$ cat src/rtl/cpu_pkg.sv
// Shared definitions for the MIPS core front end: fetch-state encoding,
// the IF/ID record and fetch constants.
package cpu_pkg;

    localparam logic [31:0] NOP_INSTR = 32'h0000_0000;
    localparam int unsigned PC_STEP   = 4;

    typedef enum logic [1:0] {
        StReq,
        StHold,
        StDrain
    } fetch_state_e;

    typedef struct packed {
        logic [31:0] instr;
        logic [31:0] pc_plus4;
        logic        valid;
    } ifid_t;

endpackage

$ cat src/rtl/pc_reg.sv
// Program counter register: asynchronous active-low reset, then load has
// priority over increment, otherwise the value holds.
module pc_reg
    import cpu_pkg::*;
#(
    parameter logic [31:0] RESET_VAL = 32'h0000_0000,
    parameter int unsigned STEP      = 4
) (
    input  logic        clk_i,
    input  logic        rst_i,
    input  logic        load,
    input  logic [31:0] load_pc,
    input  logic        inc,
    output logic [31:0] pc
);

    always_ff @(posedge clk_i or negedge rst_i) begin
        if (!rst_i) begin
            pc <= RESET_VAL;
        end else if (load) begin
            pc <= load_pc;
        end else if (inc) begin
            pc <= pc + STEP;
        end
    end

endmodule

$ cat src/rtl/if_stage.sv
// Instruction-fetch stage with IF/ID register: PC, variable-latency imem
// handshake, one-entry stall hold buffer and redirect/flush handling.
module if_stage
    import cpu_pkg::*;
#(
    parameter logic [31:0] PC_RESET = 32'h0000_0000,
    parameter int unsigned PC_STEP  = cpu_pkg::PC_STEP
) (
    input  logic        clk_i,
    input  logic        rst_i,
    input  logic        stall_i,
    input  logic        flush_i,
    input  logic        redirect_i,
    input  logic [31:0] redirect_pc_i,
    output logic        imem_req_o,
    output logic [31:0] imem_addr_o,
    input  logic [31:0] imem_data_i,
    input  logic        imem_ready_i,
    output logic [31:0] pc_o,
    output logic [31:0] instr_o,
    output logic [31:0] pc_plus4_o,
    output logic        valid_o
);

    fetch_state_e state_q, state_d;
    logic [31:0]  pending_q, pending_d;
    ifid_t        hold_q, hold_d;
    ifid_t        ifid_q, ifid_d;
    ifid_t        new_word;
    logic         word_ok;

    logic         pc_load;
    logic         pc_inc;
    logic [31:0]  pc_load_val;
    logic [31:0]  pc;

    pc_reg #(
        .RESET_VAL (PC_RESET),
        .STEP      (PC_STEP)
    ) u_pc_reg (
        .clk_i   (clk_i),
        .rst_i   (rst_i),
        .load    (pc_load),
        .load_pc (pc_load_val),
        .inc     (pc_inc),
        .pc      (pc)
    );

    always_comb begin
        state_d     = state_q;
        pending_d   = pending_q;
        hold_d      = hold_q;
        pc_load     = 1'b0;
        pc_inc      = 1'b0;
        pc_load_val = redirect_pc_i;
        imem_req_o  = 1'b0;
        word_ok     = 1'b0;
        new_word    = '{instr: imem_data_i, pc_plus4: pc + PC_STEP, valid: 1'b1};

        case (state_q)
            StReq: begin
                imem_req_o = 1'b1;
                if (redirect_i) begin
                    if (imem_ready_i) begin
                        pc_load = 1'b1;
                    end else begin
                        // Address must stay put until memory answers.
                        pending_d = redirect_pc_i;
                        state_d   = StDrain;
                    end
                end else if (imem_ready_i) begin
                    pc_inc = 1'b1;
                    if (stall_i) begin
                        hold_d  = new_word;
                        state_d = StHold;
                    end else begin
                        word_ok = 1'b1;
                    end
                end
            end
            StHold: begin
                if (redirect_i) begin
                    pc_load = 1'b1;
                    hold_d  = '0;
                    state_d = StReq;
                end else if (!stall_i) begin
                    new_word = hold_q;
                    word_ok  = 1'b1;
                    hold_d   = '0;
                    state_d  = StReq;
                end
            end
            StDrain: begin
                imem_req_o = 1'b1;
                if (redirect_i) begin
                    pending_d = redirect_pc_i;
                end
                if (imem_ready_i) begin
                    pc_load     = 1'b1;
                    pc_load_val = redirect_i ? redirect_pc_i : pending_q;
                    state_d     = StReq;
                end
            end
            default: state_d = StReq;
        endcase
    end

    // IF/ID priority: flush, then stall, then a fetched word, else a bubble.
    always_comb begin
        ifid_d = '{instr: NOP_INSTR, pc_plus4: 32'h0, valid: 1'b0};
        if (flush_i) begin
            ifid_d = '{instr: NOP_INSTR, pc_plus4: 32'h0, valid: 1'b0};
        end else if (stall_i) begin
            ifid_d = ifid_q;
        end else if (word_ok) begin
            ifid_d = new_word;
        end
    end

    always_ff @(posedge clk_i or negedge rst_i) begin
        if (!rst_i) begin
            state_q   <= StReq;
            pending_q <= 32'h0;
            hold_q    <= '0;
            ifid_q    <= '{instr: NOP_INSTR, pc_plus4: 32'h0, valid: 1'b0};
        end else begin
            state_q   <= state_d;
            pending_q <= pending_d;
            hold_q    <= hold_d;
            ifid_q    <= ifid_d;
        end
    end

    assign imem_addr_o = pc;
    assign pc_o        = pc;
    assign instr_o     = ifid_q.instr;
    assign pc_plus4_o  = ifid_q.pc_plus4;
    assign valid_o     = ifid_q.valid;

endmodule

$ cat config.mk
export PLATFORM = sky130hd
export DESIGN_NAME = if_stage
export DESIGN_NICKNAME = d
export VERILOG_FILES = /design/src/rtl/cpu_pkg.sv /design/src/rtl/pc_reg.sv /design/src/rtl/if_stage.sv
export SDC_FILE = /design/constraint.sdc
export NUM_CORES = 1
export LEC_CHECK = 0
export CORE_MARGIN = 3
export CORE_UTILIZATION = 50
export CTS_BUF_LIST = sky130_fd_sc_hd__clkbuf_8
export DETAILED_ROUTE_END_ITERATION = 10
export PLACE_DENSITY = 0.79
export SETUP_SLACK_MARGIN = 0.02
export SLEW_MARGIN = 20
export SYNTH_ARGS = -nofsm -noshare
export SYNTH_HDL_FRONTEND = slang
export SYNTH_SLANG_ARGS = --single-unit
$ cat constraint.sdc
create_clock -name clk_i -period 2.56 [get_ports clk_i]
set_clock_uncertainty 0.05 [all_clocks]
set_input_delay 0.384 -clock clk_i [delete_from_list [all_inputs] [get_ports clk_i]]
set_output_delay 0.384 -clock clk_i [all_outputs]
set_load 0.01 [all_outputs]
==> results of run 1 <==
Yosys cell counts, types with 3 or more instances:
| library cell | count | share of area, % |
|---|---|---|
| sky130_fd_sc_hd__o221ai_1 | 5 | 0.46 |
| sky130_fd_sc_hd__inv_1 | 13 | 0.52 |
| sky130_fd_sc_hd__mux2_2 | 29 | 3.4 |
| sky130_fd_sc_hd__o32a_1 | 8 | 0.85 |
| sky130_fd_sc_hd__buf_2 | 25 | 1.3 |
| sky130_fd_sc_hd__nand3_1 | 16 | 0.85 |
| sky130_fd_sc_hd__a221o_1 | 3 | 0.32 |
| sky130_fd_sc_hd__and3_1 | 5 | 0.33 |
| sky130_fd_sc_hd__a32oi_1 | 5 | 0.46 |
| sky130_fd_sc_hd__o31ai_1 | 10 | 0.79 |
| sky130_fd_sc_hd__nand2_1 | 184 | 7.3 |
| sky130_fd_sc_hd__nand2b_1 | 5 | 0.33 |
| sky130_fd_sc_hd__a22oi_1 | 22 | 1.7 |
| sky130_fd_sc_hd__mux2i_1 | 54 | 5.7 |
| sky130_fd_sc_hd__clkbuf_1 | 33 | 1.3 |
| sky130_fd_sc_hd__a22o_1 | 4 | 0.37 |
| sky130_fd_sc_hd__or3_1 | 3 | 0.20 |
| sky130_fd_sc_hd__o22ai_1 | 4 | 0.26 |
| sky130_fd_sc_hd__nor3_1 | 9 | 0.48 |
| sky130_fd_sc_hd__nor2_1 | 30 | 1.2 |
| sky130_fd_sc_hd__o21ai_0 | 127 | 6.7 |
| sky130_fd_sc_hd__nand4_1 | 10 | 0.66 |
| sky130_fd_sc_hd__buf_4 | 32 | 2.5 |
| sky130_fd_sc_hd__o21ai_1 | 12 | 0.63 |
| sky130_fd_sc_hd__dfrtp_1 | 196 | 52 |
| sky130_fd_sc_hd__a211o_1 | 4 | 0.37 |
| sky130_fd_sc_hd__nor4_4 | 5 | 1.1 |
| sky130_fd_sc_hd__nor3_2 | 5 | 0.53 |
| sky130_fd_sc_hd__xor2_1 | 9 | 0.83 |
| sky130_fd_sc_hd__mux2_1 | 3 | 0.36 |
| sky130_fd_sc_hd__a21oi_1 | 25 | 1.3 |
| sky130_fd_sc_hd__xnor2_1 | 20 | 1.8 |
| sky130_fd_sc_hd__nor2b_1 | 3 | 0.20 |
| sky130_fd_sc_hd__and2_1 | 3 | 0.20 |
metrics by stage:
| stage | cells | power (mW) | setup slack [ps] | hold slack (ps) | util, % |
|---|---|---|---|---|---|
| 2_1_floorplan | 949 | 5.05 | 432 | 38.4 | - |
| 3_3_place_gp | 1323 | 5.91 | 223 | 361 | 63.8 |
| 3_5_place_dp | 1323 | 5.98 | 181 | 362 | 63.8 |
| 4_1_cts | 1356 | 7.89 | 39.1 | 400 | 65.9 |
| 5_1_grt | 1356 | 8.26 | 84.9 | 437 | 65.9 |
| 6_report | 1356 | 7.85 | 234 | 419 | 65.9 |
critical path, stage by stage, from the launching register on:
cell and delay (ps):
sky130_fd_sc_hd__dfrtp_1 600, sky130_fd_sc_hd__nand3_2 270, sky130_fd_sc_hd__nor4_4 540, sky130_fd_sc_hd__nand4_1 280, sky130_fd_sc_hd__xnor2_1 330, sky130_fd_sc_hd__o21ai_0 140
power groups by stage:
stage,combinational (mW),sequential (mW),clock (mW)
2_1_floorplan,1.05,3.99,0
3_3_place_gp,1.90,4.01,0
3_5_place_dp,1.94,4.04,0
4_1_cts,1.95,3.97,1.97
5_1_grt,2.13,4.05,2.09
6_report,1.95,3.98,1.92
layout by cell type, fill, tap and decap left out, types with 4 or more instances in the layout:
cell / instances
sky130_fd_sc_hd__clkinvlp_4: 6
sky130_fd_sc_hd__o31ai_1: 10
sky130_fd_sc_hd__and3_1: 5
sky130_fd_sc_hd__o221ai_1: 5
sky130_fd_sc_hd__nor4_4: 5
sky130_fd_sc_hd__o21ai_0: 127
sky130_fd_sc_hd__xor2_1: 9
sky130_fd_sc_hd__dfrtp_1: 196
sky130_fd_sc_hd__nor3_1: 9
sky130_fd_sc_hd__mux2_2: 29
sky130_fd_sc_hd__o32a_1: 8
sky130_fd_sc_hd__xnor2_1: 20
sky130_fd_sc_hd__clkdlybuf4s50_1: 198
sky130_fd_sc_hd__a32oi_1: 5
sky130_fd_sc_hd__a211o_1: 4
sky130_fd_sc_hd__nand2b_1: 5
sky130_fd_sc_hd__clkbuf_8: 18
sky130_fd_sc_hd__nand3_1: 15
sky130_fd_sc_hd__inv_8: 5
sky130_fd_sc_hd__nand2_1: 183
sky130_fd_sc_hd__buf_4: 31
sky130_fd_sc_hd__buf_12: 7
sky130_fd_sc_hd__nor2_1: 29
sky130_fd_sc_hd__inv_1: 12
sky130_fd_sc_hd__a21oi_1: 25
sky130_fd_sc_hd__mux2i_1: 54
sky130_fd_sc_hd__nand4_1: 10
sky130_fd_sc_hd__nor3_2: 5
sky130_fd_sc_hd__o22ai_1: 4
sky130_fd_sc_hd__o21ai_1: 12
sky130_fd_sc_hd__a22o_1: 4
sky130_fd_sc_hd__a22oi_1: 22
logic make-up (layout without fill, tap and decap cells):
kind of cell | after synthesis | count (layout) | synth area share (%)
AOI/OAI and AO/OA | 241 | 241 | 15.5
xor gates and xnor gates | 29 | 29 | 2.68
DFF | 196 | 196 | 51.8
adders and majority gates | 1 | 1 | 0.132
buffers and inverters | 106 | 284 | 5.80
muxes | 86 | 86 | 9.51
and+or+nand+nor | 290 | 290 | 14.6
area by class of cell:
class,instances,area (um^2)
Clock buffer,17,234
Clock inverter,15,141
Fill cell,1461,6220
Inverter,14,56.3
Multi-Input combinational cell,647,4050
Sequential cell,196,4900
Tap cell,229,287
Timing Repair Buffer,238,2380
worst max path at each step:
stage / to / slack [ps] / cells after the start
after global routing: hold_q[24] / 80 / 5
final: pc_plus4_o[23] / 230 / 5
after floorplan: u_pc_reg.pc[30] / 430 / 6
after CTS: imem_req_o / 40 / 2
after global placement: u_pc_reg.pc[21] / 220 / 7
after detailed placement: u_pc_reg.pc[7] / 180 / 7
metal layers:
layer,share of wire [%],up-vias
li1,-,3635
met1,46,3795
met2,46,249
met3,6.0,34
met4,1.9,2
met5,0.044,-
timing repair:
action                     in CTS  in global routing
hold buffers                    1                  0
resized for setup               0                  1
hold endpoints to repair       58                  0
setup endpoints to repair       0                  1
==> results_dict.tcl, run 1 <==
set metrics [dict create \
    grt_pass1_vias 7495 \
    timing.fmax_ghz 0.430 \
    worstSetupStartpointType "flop" \
    placeableCoreArea_um2 18300 \
    cp-end-kind "flop" \
    regToRegEndpoint "pc_plus4_o[23]" \
    ant_nets 0 \
    final.min_clock_period_ps 2330 \
    drt-vias-per-instance 5.69 \
    track_usage_pct 24.6 \
    design.die.area_um2 20600 \
    power_leakage_nw 5.45 \
    worst_setup_hold_path_clk_slew_ps 100 \
    fin_tns_setup_ps 0 \
    largest_register_ff_count 65 \
    power_frac_clock_pct 24.4 \
    crit-reg2reg-launch "u_pc_reg.pc[4]" \
    syn_area_um2 9470 \
    grt_met1_usage_pct 36.2 \
    grt_setup_unrepaired "false" \
    synthArstFlopShare_pct 100 \
    port_buffers 199 \
    worstSetupStartpoint "u_pc_reg.pc[4]" \
    gp_congestion 0.842 \
    seq_power_share_pct 50.8 \
    crit_path_max_fanout 8 \
    grt_antenna_before_repair 1 \
    htree_num_levels 4 \
    power.density_cell_area_nw_per_um2 651 \
    totalWireLength_um 25200 \
    placement.cell_area_um2 11700 \
    hold_path.class "input port to asynchronous set/reset pin" \
    clk_latency_ps 470 \
    relSlewSlack_pct 63.6 \
    yosysWarningCount 0 \
    synth-edff-count 0 \
    boundaryPins 200 \
    post-route-period-util_pct 90.8 \
    netlist_instances 949 \
    clock_sinks 196 \
    cts_setup_buffers 0 \
    dominantRegCellSynth "sky130_fd_sc_hd__dfrtp_1" \
    critPathKind "flop to flop" \
    clock_tree.buffer_depth 2 \
    remaining_drc_errors 0 \
    grt_pass1_wl_um 40300 \
    die_width_um 144 \
    place_hpwl_um 17600 \
    tritoncts "built" \
    cts_inserted_buffers 17 \
    via_count 7715 \
    initial_utilization_pct 51.8 \
    post_synth_num_cell_types 55 \
    global_route.peak_usage_layer "met2" \
    groute.layer.met2.usage_pct 37.4 \
    detail_route.iter0.violations 575 \
    r2r_slack_ps 230 \
    globalRouteMet3Util_pct 5.29 \
    floorplan.die.height_um 144 \
    most_flop_heavy_register "hold_q" \
    max_cap_viol_count 0 \
    tightest_slew_ps 543 \
    final_count_of_pins_violating_max_slew 0 \
    outcome "completed" \
    antenna_cells_inserted 0 \
    area.growth.synth_to_final_pct 27.2 \
    report.final.setup_viol 0 \
    yosys_register_bits 196 \
    design_area_um2 12000 \
    layout.nets 1185 \
    drt_pass1_iterations 6 \
    wl_per_cell_um 18.6 \
    rows 49 \
    maximum_number_of_pins_on_one_net_before_global_route_repair 111 \
    timing.reg2reg.worst_path_depth 5 \
    sw_frac_of_total_pct 33.1 \
    synth.yosys.seq_area_share_pct 51.8 \
    synth.net_count 1020 \
    drive_gt1_share_pct 10.7 \
    grt-ovfl-total 0 \
    power.ir.vdd_worst_mv 0.377 \
    worstPathRequired_ps 2860 \
    syn-mean-instance-area_um2 9.98 \
    total_switching_power_mw 2.59 \
    number_of_hold_violations_in_the_final_report 0 \
    comb_power_share_pct 24.8 \
    p_int_mw 5.25 \
    cts-root-buf "sky130_fd_sc_hd__clkbuf_8" \
    timing.critical_path.arrival_ps 2620 \
]
Note: power is estimated with default switching activity, not from simulation.
==> inputs of run 2 (changes only) <==
Settings changed: CORE_UTILIZATION 50 to 53, PLACE_DENSITY 0.79 to 0.83, SLEW_MARGIN 20 to default.
==> run 2 against run 1 <==
Against the previous run: design area is 0.41% higher; count of clock-buffer cells in the layout grew 2; wire length decreased by 1.3%; clock power is 8% higher; critical path type is now flop to output pin.
==> results_dict.tcl, run 2 (same netlist as run 1, synthesis figures left out) <==
set metrics [dict create \
    regToRegEndpoint "pc_plus4_o[25]" \
    grt_antenna_before_repair 0 \
    tritoncts "built" \
    remaining_drc_errors 0 \
    ant_nets 0 \
    r2r_slack_ps 280 \
    design.die.area_um2 19500 \
    number_of_fill_cells 1335 \
    via_count 7873 \
    antenna_cells_inserted 0 \
    clock_tree.buffer_depth 2 \
    worstPathRequired_ps 2130 \
    cts-root-buf "sky130_fd_sc_hd__clkbuf_8" \
    report.final.setup_viol 0 \
    slowest_stage "sky130_fd_sc_hd__clkdlybuf4s50_1" \
    critical_path.cell_chain "inv_1 -> clkdlybuf4s50_1" \
    post-route-period-util_pct 90.7 \
    area.growth.synth_to_final_pct 27.7 \
    placement.setup.worst_slack_ps 214 \
    whs_path_depth 2 \
    crit_path_max_fanout 10 \
    wl_per_cell_um 18.4 \
    power.density_cell_area_nw_per_um2 662 \
    outcome "completed" \
    detail_route.iter0.violations 625 \
    fin_tns_setup_ps 0 \
    post_cts_resized 0 \
    critPathKind "flop to output pin" \
    hold_start "hold_q[5]" \
    hold_path.class "flop to flop" \
    final.min_clock_period_ps 2320 \
    grt_pass1_vias 7729 \
    track_usage_pct 25.5 \
    worstSetupStartpoint "state_q[0]" \
    timing.reg2reg.worst_path_depth 5 \
    drt_pass1_iterations 5 \
    rows 48 \
    drive_gt1_share_pct 10.5 \
    port_buffers 199 \
    tightest_slew_ps 630 \
    floorplan.die.height_um 140 \
    worstSetupStartpointType "flop" \
    placed_cells_incl_taps 1319 \
    boundaryPins 200 \
    number_of_hold_violations_in_the_final_report 0 \
    power.ir.vdd_worst_mv 0.380 \
    layout.cells.most_common "sky130_fd_sc_hd__clkdlybuf4s50_1" \
    worst_setup_hold_path_clk_slew_ps 90 \
    grt_pass1_wl_um 40300 \
    most_flop_heavy_register "hold_q" \
    power_leakage_nw 5.49 \
    maximum_number_of_pins_on_one_net_before_global_route_repair 111 \
    largest_register_ff_count 65 \
    critical_path.top_delay_family "buffers and inverters" \
    clock_sinks 196 \
    relSlewSlack_pct 58.0 \
    drt-vias-per-instance 5.82 \
    max_cap_viol_count 0 \
    grt_setup_unrepaired "false" \
    initial_utilization_pct 54.4 \
    cp-end-kind "output pin" \
    gp_congestion 0.904 \
    fin_ws_ps 239 \
    placeableCoreArea_um2 17400 \
    final_cell_count_no_fill 1352 \
    grt-ovfl-total 0 \
    timing.critical_path.arrival_ps 1890 \
    htree_num_levels 4 \
    cp_slowest_stage_delay_ps 630 \
    die_width_um 140 \
    critPathBufInv 2 \
    layout.nets 1185 \
    commonest_cells_after_routing_fill_and_taps_aside "198 x sky130_fd_sc_hd__clkdlybuf4s50_1, 196 x sky130_fd_sc_hd__dfrtp_1, 183 x sky130_fd_sc_hd__nand2_1" \
    hold_path_end "hold_q[5]" \
    crit-reg2reg-launch "u_pc_reg.pc[4]" \
    totalWireLength_um 24900 \
    cts_inserted_buffers 17 \
    final_count_of_pins_violating_max_slew 0 \
    place_hpwl_um 17500 \
    clk_latency_ps 480 \
    timing.fmax_ghz 0.431 \
]
## run 2: metrics by stage
stage	area (um^2)	power [mW]	hold slack [ps]	util, %
6_report	12100	8.00	432	69.5
5_1_grt	12100	8.41	441	69.5
4_1_cts	12100	8.04	422	69.5
3_5_place_dp	11700	5.98	408	67.1
3_3_place_gp	11700	5.89	405	67.1
2_1_floorplan	9470	5.05	38.4	-
## run 2: cell type report
type / instances / area, um^2 / area share [%]
Clock buffer: 19 / 262 / 2.16
Multi-Input combinational cell: 647 / 4050 / 33.5
Clock inverter: 13 / 146 / 1.21
Timing Repair Buffer: 238 / 2400 / 19.9
Sequential cell: 196 / 4900 / 40.5
Inverter: 14 / 52.6 / 0.434
Tap cell: 225 / 282 / 2.33
## run 2: what timing repair did
item,CTS,global route
hold endpoints to repair,73,0
setup buffers,0,0
hold buffers,1,0
## run 2: layer usage
metal / GRT usage (%) / wire length (um) / part of all wire, %
met1: 36.3 / 10900 / 44
met2: 39.6 / 11700 / 47
met3: 4.88 / 1660 / 6.7
met4: 8.62 / 609 / 2.4
met5: 0 / 0 / 0
## run 2: worst max path at each step
stage                      end  slack [ps]  cells after the start
3_3_place_gp   u_pc_reg.pc[15]         200                      7
5_1_grt         pc_plus4_o[25]         130                      5
4_1_cts             imem_req_o         230                      2
6_report            imem_req_o         240                      2
3_5_place_dp   u_pc_reg.pc[15]         210                      7
2_1_floorplan  u_pc_reg.pc[30]         430                      6
## run 2: power breakdown
| part | leakage (nW) | internal (mW) | total, mW | switching [mW] |
|---|---|---|---|---|
| combinational | 2.76 | 0.966 | 1.94 | 0.971 |
| sequential | 2.53 | 3.57 | 4.00 | 0.431 |
| clock | 0.207 | 0.937 | 2.07 | 1.13 |
## run 2: worst reg2reg max path, delay by kind of cell (launching register included)
family	cells	cell delay, ps
flip-flops	1	600
AND/OR/NAND/NOR	3	1060
XOR/XNOR	1	320
AO/OA/AOI/OAI	1	130
==> inputs of run 3 (changes only) <==
Settings changed: PLACE_DENSITY 0.83 to 0.86.
==> run 3 against run 2 <==
Against the previous run: register-to-register slack barely moved; fmax shrank 0.67%; design area fell by 0.51%; largest cell class unchanged; non-clock buffer count is 3 lower; combinational power about the same.
==> results_dict.tcl, run 3 (same netlist as run 1, synthesis figures left out) <==
set metrics [dict create \
    area.growth.synth_to_final_pct 27.1 \
    largest_register_ff_count 65 \
    totalWireLength_um 25300 \
    placeableCoreArea_um2 17400 \
    clock_sinks 196 \
    drt-met1-wl_um 10700 \
    grt_antenna_before_repair 0 \
    via_count 7955 \
    cp-end-kind "output pin" \
    report.final.setup_viol 0 \
    ant_nets 0 \
    tightest_slew_ps 1090 \
    outcome "completed" \
    layout.area.seq_um2 4910 \
    finalCoreUtilization_pct 69.1 \
    power_leakage_nw 5.45 \
    slowest_stage "sky130_fd_sc_hd__clkdlybuf4s50_1" \
    final_cell_count_no_fill 1349 \
    hold_path.class "input port to asynchronous set/reset pin" \
    grt-ovfl-total 0 \
    grt_pass1_vias 7646 \
    tritoncts "built" \
    place_hpwl_um 17400 \
    power.ir.vdd_worst_mv 0.398 \
    remaining_drc_errors 0 \
    critPathBufInv 2 \
    route.top_layer_used "met4" \
    post-route-period-util_pct 91.3 \
    rows 48 \
    fin_tns_setup_ps 0 \
    fin_ws_ps 223 \
    clock_tree.buffer_depth 2 \
    cts_inserted_buffers 17 \
    layout.cells.most_common "sky130_fd_sc_hd__clkdlybuf4s50_1" \
    multi_input_logic_area_um2 4050 \
    drt_pass1_iterations 7 \
    crit_path_max_fanout 15 \
    critical_path.cell_chain "inv_1 -> clkdlybuf4s50_1" \
    timing.critical_path.arrival_ps 1900 \
    timing.fmax_ghz 0.428 \
    gp_congestion 0.893 \
    cts-root-buf "sky130_fd_sc_hd__clkbuf_8" \
    critPathKind "flop to output pin" \
    drive_gt1_share_pct 10.5 \
    max_cap_viol_count 0 \
    grt_pass1_wl_um 40500 \
    most_flop_heavy_register "hold_q" \
    worstSetupStartpointType "flop" \
    initial_utilization_pct 54.4 \
    placement.cell_area_um2 11600 \
    port_buffers 199 \
    number_of_fill_cells 1252 \
    boundaryPins 200 \
    cts_setup_buffers 0 \
    commonest_cells_after_routing_fill_and_taps_aside "198 x sky130_fd_sc_hd__clkdlybuf4s50_1, 195 x sky130_fd_sc_hd__dfrtp_1, 183 x sky130_fd_sc_hd__nand2_1" \
    die_width_um 140 \
    design.die.area_um2 19500 \
    clk_latency_ps 470 \
    worst_setup_hold_path_clk_slew_ps 100 \
    maximum_number_of_pins_on_one_net_before_global_route_repair 111 \
    floorplan.die.height_um 140 \
    grt_setup_unrepaired "false" \
    placement.setup.worst_slack_ps 46.5 \
    drt-vias-per-instance 5.90 \
    fin_total_pwr_mw 8.02 \
    relSlewSlack_pct 26.9 \
    worstPathRequired_ps 2130 \
    antenna_cells_inserted 0 \
    detail_route.iter0.violations 827 \
    track_usage_pct 25.6 \
    final_count_of_pins_violating_max_slew 0 \
    power.density_cell_area_nw_per_um2 666 \
    design_area_um2 12000 \
    htree_num_levels 4 \
    number_of_hold_violations_in_the_final_report 0 \
    placed_cells_incl_taps 1316 \
    critical_path.top_delay_family "buffers and inverters" \
    worst_hold_slack_ps 426 \
    cp_slowest_stage_delay_ps 620 \
    met2_length_um 12100 \
    wl_per_cell_um 18.8 \
    final.min_clock_period_ps 2340 \
    layout.nets 1182 \
    met3WireLength_um 1930 \
]
## run 3: power by group
| part | total [mW] | leakage (nW) | switching, mW | internal, mW |
|---|---|---|---|---|
| sequential | 4.01 | 2.52 | 0.440 | 3.57 |
| clock | 2.06 | 0.196 | 1.17 | 0.895 |
| combinational | 1.95 | 2.73 | 0.980 | 0.968 |
| total | 8.02 | 5.45 | 2.59 | 5.43 |
## run 3: timing repair
action,in CTS,in global routing
endpoints found under the hold margin,70,0
hold buffers,1,0
gates resized for setup,0,1
setup endpoints to repair,0,1
## run 3: area by class of cell
| type | count | area share (%) |
|---|---|---|
| Clock inverter | 15 | 1.42 |
| Inverter | 14 | 0.437 |
| Clock buffer | 17 | 1.94 |
| Multi-Input combinational cell | 647 | 33.6 |
| Sequential cell | 196 | 40.8 |
| Tap cell | 225 | 2.34 |
| Timing Repair Buffer | 235 | 19.5 |
## run 3: layer usage
| metal | track usage, % | up-vias |
|---|---|---|
| met2 | 38.8 | 375 |
| met3 | 4.91 | 48 |
| met4 | 8.98 | 0 |
| met1 | 37.2 | 3907 |
| li1 | - | 3625 |
| met5 | 0 | - |
## run 3: final timing paths
path	cells past startpoint	slack, ps	startpoint	endpoint
max	2	220	state_q[0]	imem_req_o
min in group clk_i	2	430	hold_q[5]	hold_q[5]
max reg2reg	5	280	u_pc_reg.pc[13]	pc_plus4_o[19]
min reg2reg	2	430	hold_q[5]	hold_q[5]
min	2	430	rst_i	instr_o[28]
max in group asynchronous	3	1260	rst_i	pc_plus4_o[19]
